==> config.mk <==
export PLATFORM = sky130hd
export DESIGN_NAME = regfile_sb_flat
export DESIGN_NICKNAME = d
export VERILOG_FILES = /design/src/rtl/regfile_pkg.sv /design/src/rtl/regfile_sb_if.sv /design/src/rtl/regfile_sb_bypass.sv /design/src/rtl/regfile_sb.sv /design/src/flat_wrapper.sv
export SDC_FILE = /design/constraint.sdc
export NUM_CORES = 2
export LEC_CHECK = 0
export BUFFER_PORTS_ARGS = -buffer_cell sky130_fd_sc_hd__buf_2
export CAP_MARGIN = 40
export CORE_UTILIZATION = 57
export CTS_CLUSTER_SIZE = 24
export DETAILED_ROUTE_END_ITERATION = 6
export GPL_ROUTABILITY_DRIVEN = 0
export PLACE_DENSITY = 0.76
export SYNTH_ARGS = -nofsm -noshare
export SYNTH_HDL_FRONTEND = slang
export SYNTH_SLANG_ARGS = --single-unit
==> constraint.sdc <==
create_clock -name clk -period 5.4 [get_ports clk]
set_input_delay 0.54 -clock clk [delete_from_list [all_inputs] [get_ports clk]]
set_output_delay 0.54 -clock clk [all_outputs]
set_load 0.01 [all_outputs]
==> src/rtl/regfile_pkg.sv <==
// Shared constants and types for the Decode-stage register file.
package regfile_pkg;

  localparam int XLEN_DEF  = 32;
  localparam int NREGS_DEF = 32;
  localparam int ZERO_REG  = 0;
  localparam int AW_DEF    = $clog2(NREGS_DEF);

  typedef logic [AW_DEF-1:0]   reg_addr_t;
  typedef logic [XLEN_DEF-1:0] xword_t;

endpackage

==> src/rtl/regfile_sb_if.sv <==
// Decode-side bundle for the register file: operand reads, writeback, issue reservation.
interface regfile_sb_if
  import regfile_pkg::*;
#(
  parameter int XLEN  = XLEN_DEF,
  parameter int NREGS = NREGS_DEF,
  parameter int NRD   = 2,
  parameter int NWR   = 1
);
  localparam int AW = $clog2(NREGS);

  logic [NRD-1:0][AW-1:0]   rd_addr;
  logic [NRD-1:0][XLEN-1:0] rd_data;
  logic [NRD-1:0]           rd_busy;
  logic [NWR-1:0]           wr_en;
  logic [NWR-1:0][AW-1:0]   wr_addr;
  logic [NWR-1:0][XLEN-1:0] wr_data;
  logic                     iss_en;
  logic [AW-1:0]            iss_addr;
  logic                     flush;
  logic [AW:0]              busy_cnt;

  modport master (
    output rd_addr, wr_en, wr_addr, wr_data, iss_en, iss_addr, flush,
    input  rd_data, rd_busy, busy_cnt
  );

  modport slave (
    input  rd_addr, wr_en, wr_addr, wr_data, iss_en, iss_addr, flush,
    output rd_data, rd_busy, busy_cnt
  );

endinterface

==> src/rtl/regfile_sb_bypass.sv <==
// Per-read-port selector between stored data and the winning same-edge write.
module regfile_sb_bypass
  import regfile_pkg::*;
#(
  parameter int XLEN  = XLEN_DEF,
  parameter int NREGS = NREGS_DEF,
  parameter int NWR   = 1,
  localparam int AW   = $clog2(NREGS)
) (
  input  logic [AW-1:0]            rd_addr,
  input  logic [XLEN-1:0]          stored,
  input  logic [NWR-1:0]           wr_en,
  input  logic [NWR-1:0][AW-1:0]   wr_addr,
  input  logic [NWR-1:0][XLEN-1:0] wr_data,
  output logic [XLEN-1:0]          rd_next,
  output logic                     hit
);

  // Ascending scan so the highest-index matching port overrides, like the array write.
  always_comb begin
    hit     = 1'b0;
    rd_next = stored;
    for (int w = 0; w < NWR; w++) begin
      if (wr_en[w] && (wr_addr[w] == rd_addr)) begin
        hit     = 1'b1;
        rd_next = wr_data[w];
      end
    end
    if (rd_addr == AW'(ZERO_REG)) begin
      rd_next = '0;
    end
  end

endmodule

==> src/rtl/regfile_sb.sv <==
// Multi-port register file with registered reads, write bypass and pending-write scoreboard.
module regfile_sb
  import regfile_pkg::*;
#(
  parameter int XLEN  = XLEN_DEF,
  parameter int NREGS = NREGS_DEF,
  parameter int NRD   = 2,
  parameter int NWR   = 1,
  localparam int AW   = $clog2(NREGS)
) (
  input logic         clk,
  input logic         rst,
  regfile_sb_if.slave bus
);

  logic [XLEN-1:0]          mem [NREGS];
  logic [NREGS-1:0]         busy;
  logic [NREGS-1:0]         busy_next;
  logic [AW:0]              cnt_q;
  logic [AW:0]              cnt_next;
  logic [NRD-1:0][XLEN-1:0] rd_q;
  logic [NRD-1:0][XLEN-1:0] rd_next;
  logic [NRD-1:0]           rd_hit;

  for (genvar p = 0; p < NRD; p++) begin : g_rd
    regfile_sb_bypass #(
      .XLEN  (XLEN),
      .NREGS (NREGS),
      .NWR   (NWR)
    ) u_bypass (
      .rd_addr (bus.rd_addr[p]),
      .stored  (mem[bus.rd_addr[p]]),
      .wr_en   (bus.wr_en),
      .wr_addr (bus.wr_addr),
      .wr_data (bus.wr_data),
      .rd_next (rd_next[p]),
      .hit     (rd_hit[p])
    );
  end

  // Later ports are written last, so they win on an address collision.
  always_ff @(posedge clk or negedge rst) begin
    if (!rst) begin
      for (int i = 0; i < NREGS; i++) begin
        mem[i] <= '0;
      end
    end else begin
      for (int w = 0; w < NWR; w++) begin
        if (bus.wr_en[w] && (bus.wr_addr[w] != AW'(ZERO_REG))) begin
          mem[bus.wr_addr[w]] <= bus.wr_data[w];
        end
      end
    end
  end

  always_ff @(posedge clk or negedge rst) begin
    if (!rst) begin
      rd_q <= '0;
    end else begin
      rd_q <= rd_next;
    end
  end

  // Flush and writeback clears apply first; a new reservation is the youngest producer and wins.
  always_comb begin
    busy_next = busy;
    if (bus.flush) begin
      busy_next = '0;
    end
    for (int w = 0; w < NWR; w++) begin
      if (bus.wr_en[w]) begin
        busy_next[bus.wr_addr[w]] = 1'b0;
      end
    end
    if (bus.iss_en) begin
      busy_next[bus.iss_addr] = 1'b1;
    end
    busy_next[ZERO_REG] = 1'b0;
  end

  always_comb begin
    cnt_next = '0;
    for (int i = 0; i < NREGS; i++) begin
      cnt_next = cnt_next + (AW+1)'(busy_next[i]);
    end
  end

  always_ff @(posedge clk or negedge rst) begin
    if (!rst) begin
      busy  <= '0;
      cnt_q <= '0;
    end else begin
      busy  <= busy_next;
      cnt_q <= cnt_next;
    end
  end

  // A same-cycle write resolves the hazard through the bypass, so it masks the busy bit.
  always_comb begin
    bus.rd_busy = '0;
    for (int p = 0; p < NRD; p++) begin
      bus.rd_busy[p] = busy[bus.rd_addr[p]] & ~rd_hit[p];
    end
  end

  assign bus.rd_data  = rd_q;
  assign bus.busy_cnt = cnt_q;

endmodule

==> src/flat_wrapper.sv <==
// flat-port wrapper written by rule: the top's interface ports become plain ports
module regfile_sb_flat import regfile_pkg::*;
#(
  parameter int XLEN  = XLEN_DEF,
  parameter int NREGS = NREGS_DEF,
  parameter int NRD   = 2,
  parameter int NWR   = 1,
  localparam int AW   = $clog2(NREGS)
)
  (clk, rst, bus_rd_addr, bus_wr_en, bus_wr_addr, bus_wr_data, bus_iss_en, bus_iss_addr, bus_flush, bus_rd_data, bus_rd_busy, bus_busy_cnt);
  regfile_sb_if #(.XLEN(XLEN), .NREGS(NREGS), .NRD(NRD), .NWR(NWR)) bus_i ();
  input logic clk;
  input logic rst;
  input wire logic [$bits(bus_i.rd_addr)-1:0] bus_rd_addr;
  input wire logic [$bits(bus_i.wr_en)-1:0] bus_wr_en;
  input wire logic [$bits(bus_i.wr_addr)-1:0] bus_wr_addr;
  input wire logic [$bits(bus_i.wr_data)-1:0] bus_wr_data;
  input wire logic [$bits(bus_i.iss_en)-1:0] bus_iss_en;
  input wire logic [$bits(bus_i.iss_addr)-1:0] bus_iss_addr;
  input wire logic [$bits(bus_i.flush)-1:0] bus_flush;
  output wire logic [$bits(bus_i.rd_data)-1:0] bus_rd_data;
  output wire logic [$bits(bus_i.rd_busy)-1:0] bus_rd_busy;
  output wire logic [$bits(bus_i.busy_cnt)-1:0] bus_busy_cnt;
  assign bus_i.rd_addr = bus_rd_addr;
  assign bus_i.wr_en = bus_wr_en;
  assign bus_i.wr_addr = bus_wr_addr;
  assign bus_i.wr_data = bus_wr_data;
  assign bus_i.iss_en = bus_iss_en;
  assign bus_i.iss_addr = bus_iss_addr;
  assign bus_i.flush = bus_flush;
  assign bus_rd_data = bus_i.rd_data;
  assign bus_rd_busy = bus_i.rd_busy;
  assign bus_busy_cnt = bus_i.busy_cnt;
  regfile_sb #(.XLEN(XLEN), .NREGS(NREGS), .NRD(NRD), .NWR(NWR)) u_core (.clk(clk), .rst(rst), .bus(bus_i));
endmodule
==> metrics.cfg <==
[run_status]
status = completed

[floorplanning]
initial_core_util_pct = 57.89
coreArea_sq_um = 102500
row_count = 117
fp.dieArea_sq_um = 105400
io_pins = 129
die_x_um = 324.6
fp.dieH_um = 324.6

[setup_path]
ff2ff_setup_slack_ns = 0.33
end_kind = flip-flop
criticalPathCategory = primary input to flip-flop
path_max_fanout = 7
worstPathArrival_ns = 5.83
startpoint_type = primary input
worstPathRequired_ns = 6.02

[run]
maxCapViolCount = 0

[sta]
worst_slack_ns = 0.1893
fin_tns_setup_ns = 0
min_period_ns = 5.211
setup_viol = 0
skew_ns = 0.02802
fmax_ghz = 0.1919
drv_slew = 0
hold_viol = 0
tightestPinTransition_ns = 1.014
slew_headroom_pct = 32.42
period_share_pct = 96.49
rsz0062_at_grt = no

[synth]
ys_ff_latch = 1125
yosysWarningCount = 0
synth-seq-area-share_pct = 47.46
async_flop_share_pct = 100.0
synth-edff-count = 0
avgSynthCellArea_sq_um = 14.34
syn-num-nets = 4227
ys.flop_type = dfrtp_1
syn-instance-count = 4138
synth_area_sq_um = 59320
synthDistinctLibCells = 62

[drt]
ant_nets = 0
drt-vias-per-instance = 7.286
wirelength_um = 190800
drc_errors = 0
first_pass_iters = 5
wl_per_cell_um = 34.14
drtIter0Drc = 5435
dr_total_vias = 40710

[pwr]
p_switching_mw = 6.661
power_frac_comb_pct = 19.6
p_int_mw = 17.81
p_leak_nw = 29.08
ir_drop_mv = 0.2708
clkPwrFrac_pct = 35.0
p_seq_share_pct = 45.4
p_sw_share_pct = 27.22
cellPowerDensity_nw_per_um2 = 370.1

[clocking]
root_buffer = clkbuf_16
cts_sinks = 1125
insertion_delay_ns = 0.72
cts_tree = built
cts.clk_slew.worst_paths_ns = 0.06
cts_buffers = 118
clk_path_buf_depth = 3
cts_htree_levels = 3
postCtsSetupBuffers = 0

[layout]
multi_input_comb_area_sq_um = 29200
areaGrowthSynthToFinish_pct = 11.47
final_common_cell = dfrtp_1
nNetsFinal = 4207
final_util_pct = 64.53
register_area_sq_um = 28150
mostFrequentLayoutCells = dfrtp_1 (1125), mux2_2 (1040), mux4_2 (431)
fillers = 7348
drive_gt1_share_pct = 48.72

[grt]
grt.overflow.total = 0
grtUsageTotal_pct = 36.38
grt_max_degree = 161
grt_pass1_vias = 41280
grt_pass1_wl_um = 281400
antenna_found_initial = 11

[worst_hold_path]
hp-class = primary input to flip-flop

[place]
dpl_worst_slack_ns = -0.4604
place_hpwl_um = 111700
io_buffer_count = 128

cell type report:
type	instances	area share, %
Clock buffer	173	5.298
Tap cell	1368	2.588
Multi-Input combinational cell	2493	44.16
Antenna cell	4	0.01514
Clock inverter	45	0.8704
Sequential cell	1125	42.57
Timing Repair Buffer	310	4.102
Inverter	70	0.3974
critical path, cell delays in order:
cell	delay [ns]
buf_2	0.24
buf_4	0.21
nor3b_2	0.33
nand2_2	0.11
a31o_2	0.28
fa_1	0.55
inv_1	0.06
fa_1	0.47
inv_1	0.06
fa_1	0.51
fa_1	0.58
fa_1	0.43
fa_1	0.45
ha_2	0.20
fa_2	0.33
a21o_1	0.20
a21oi_2	0.14
xnor2_1	0.14
cells in the mapped netlist, drive strengths merged (5+ instances only):
library cell,number,share of area [%]
and3b,5,0.074
mux2,1040,20
o32ai,16,0.24
clkbuf,298,1.9
a31o,9,0.13
o32a,7,0.12
a221o,35,0.59
xnor2,8,0.12
nand3b,10,0.13
nor2,102,0.65
nor4,13,0.14
o21a,7,0.089
nor2b,8,0.084
a22oi,59,0.75
and2,11,0.12
a31oi,11,0.12
or3b,5,0.074
or4,7,0.095
fa,23,0.78
ha,9,0.19
a21oi,29,0.24
nor3b,10,0.13
a221oi,57,0.84
xor2,5,0.074
inv,70,0.44
o22ai,54,0.57
dfrtp,1125,47
a22o,23,0.34
a211oi,25,0.32
nand2b,11,0.12
nand2,87,0.55
nor3,46,0.39
nand3,17,0.14
o211ai,13,0.16
mux4,431,16
buf,152,1.5
or2,5,0.053
and3,5,0.053
o221ai,12,0.18
mux2i,175,3.0
o21ai,74,0.62
sequential cells by signal, summed over array words and instances (netlist names):
signal	flops
u_core.busy	31
u_core.bus.busy_cnt	6
u_core.mem	1024
u_core.bus.rd_data	64
final timing paths:
| kind | startpoint | endpoint | depth (start not counted) |
|---|---|---|---|
| max | bus_wr_addr[3] | u_core.bus.busy_cnt[4]$_DFF_PN0_ | 18 |
| min | bus_flush | u_core.busy[2]$_DFF_PN0_ | 3 |
| max reg2reg | u_core.busy[1]$_DFF_PN0_ | u_core.bus.busy_cnt[4]$_DFF_PN0_ | 15 |
| min reg2reg | u_core.mem[994]$_DFFE_PN0P_ | u_core.mem[994]$_DFFE_PN0P_ | 0 |
| max in group asynchronous | rst | u_core.mem[12]$_DFFE_PN0P_ | 3 |
| min in group asynchronous | rst | u_core.mem[674]$_DFFE_PN0P_ | 2 |
logic make-up after synthesis:
kind of cell    count (synthesis)  synth area share (%)
mux                          1646                 39.06
flops                        1125                 47.46
buf+inv                       520                 3.811
compound gates                456                 5.688
simple gates                  346                 2.828
fa+ha+maj                      32                0.9660
xor+xnor                       13                0.1919
stage by stage:
step / instance area, sq um / instances / total power [mW] / hold slack (ns)
after floorplan: 59470 / 4138 / 14.40 / 0.2444
after CTS: 66110 / 5584 / 24.43 / 0.2415
after global routing: 66120 / 5584 / 25.34 / 0.2806
final: 66130 / 5588 / 24.48 / 0.2684
after detailed placement: 62020 / 5365 / 15.93 / 0.3833
after global placement: 61450 / 5338 / 15.66 / 0.3764
routing by layer:
| metal | track usage, % | up-vias | part of all wire, % |
|---|---|---|---|
| li1 | - | 15800 | - |
| met1 | 49.39 | 21490 | 38 |
| met2 | 53.53 | 2749 | 45 |
| met3 | 10.74 | 666 | 12 |
| met4 | 18.40 | 6 | 5.6 |
| met5 | 0 | - | 0.019 |
power by group through the flow:
stage	clock network (mW)	logic [mW]	registers (mW)
2_1_floorplan	0	3.53	10.9
3_3_place_gp	0	4.59	11.1
3_5_place_dp	0	4.75	11.2
4_1_cts	8.61	4.77	11.0
5_1_grt	8.95	5.10	11.3
6_report	8.56	4.81	11.1
timing repair:
action | in CTS | in global routing
setup endpoints to repair | 0 | 2
resized for setup | 0 | 1
endpoints found under the hold margin | 78 | 0
hold buffers | 1 | 0
Power figures use the tool's default switching activity.
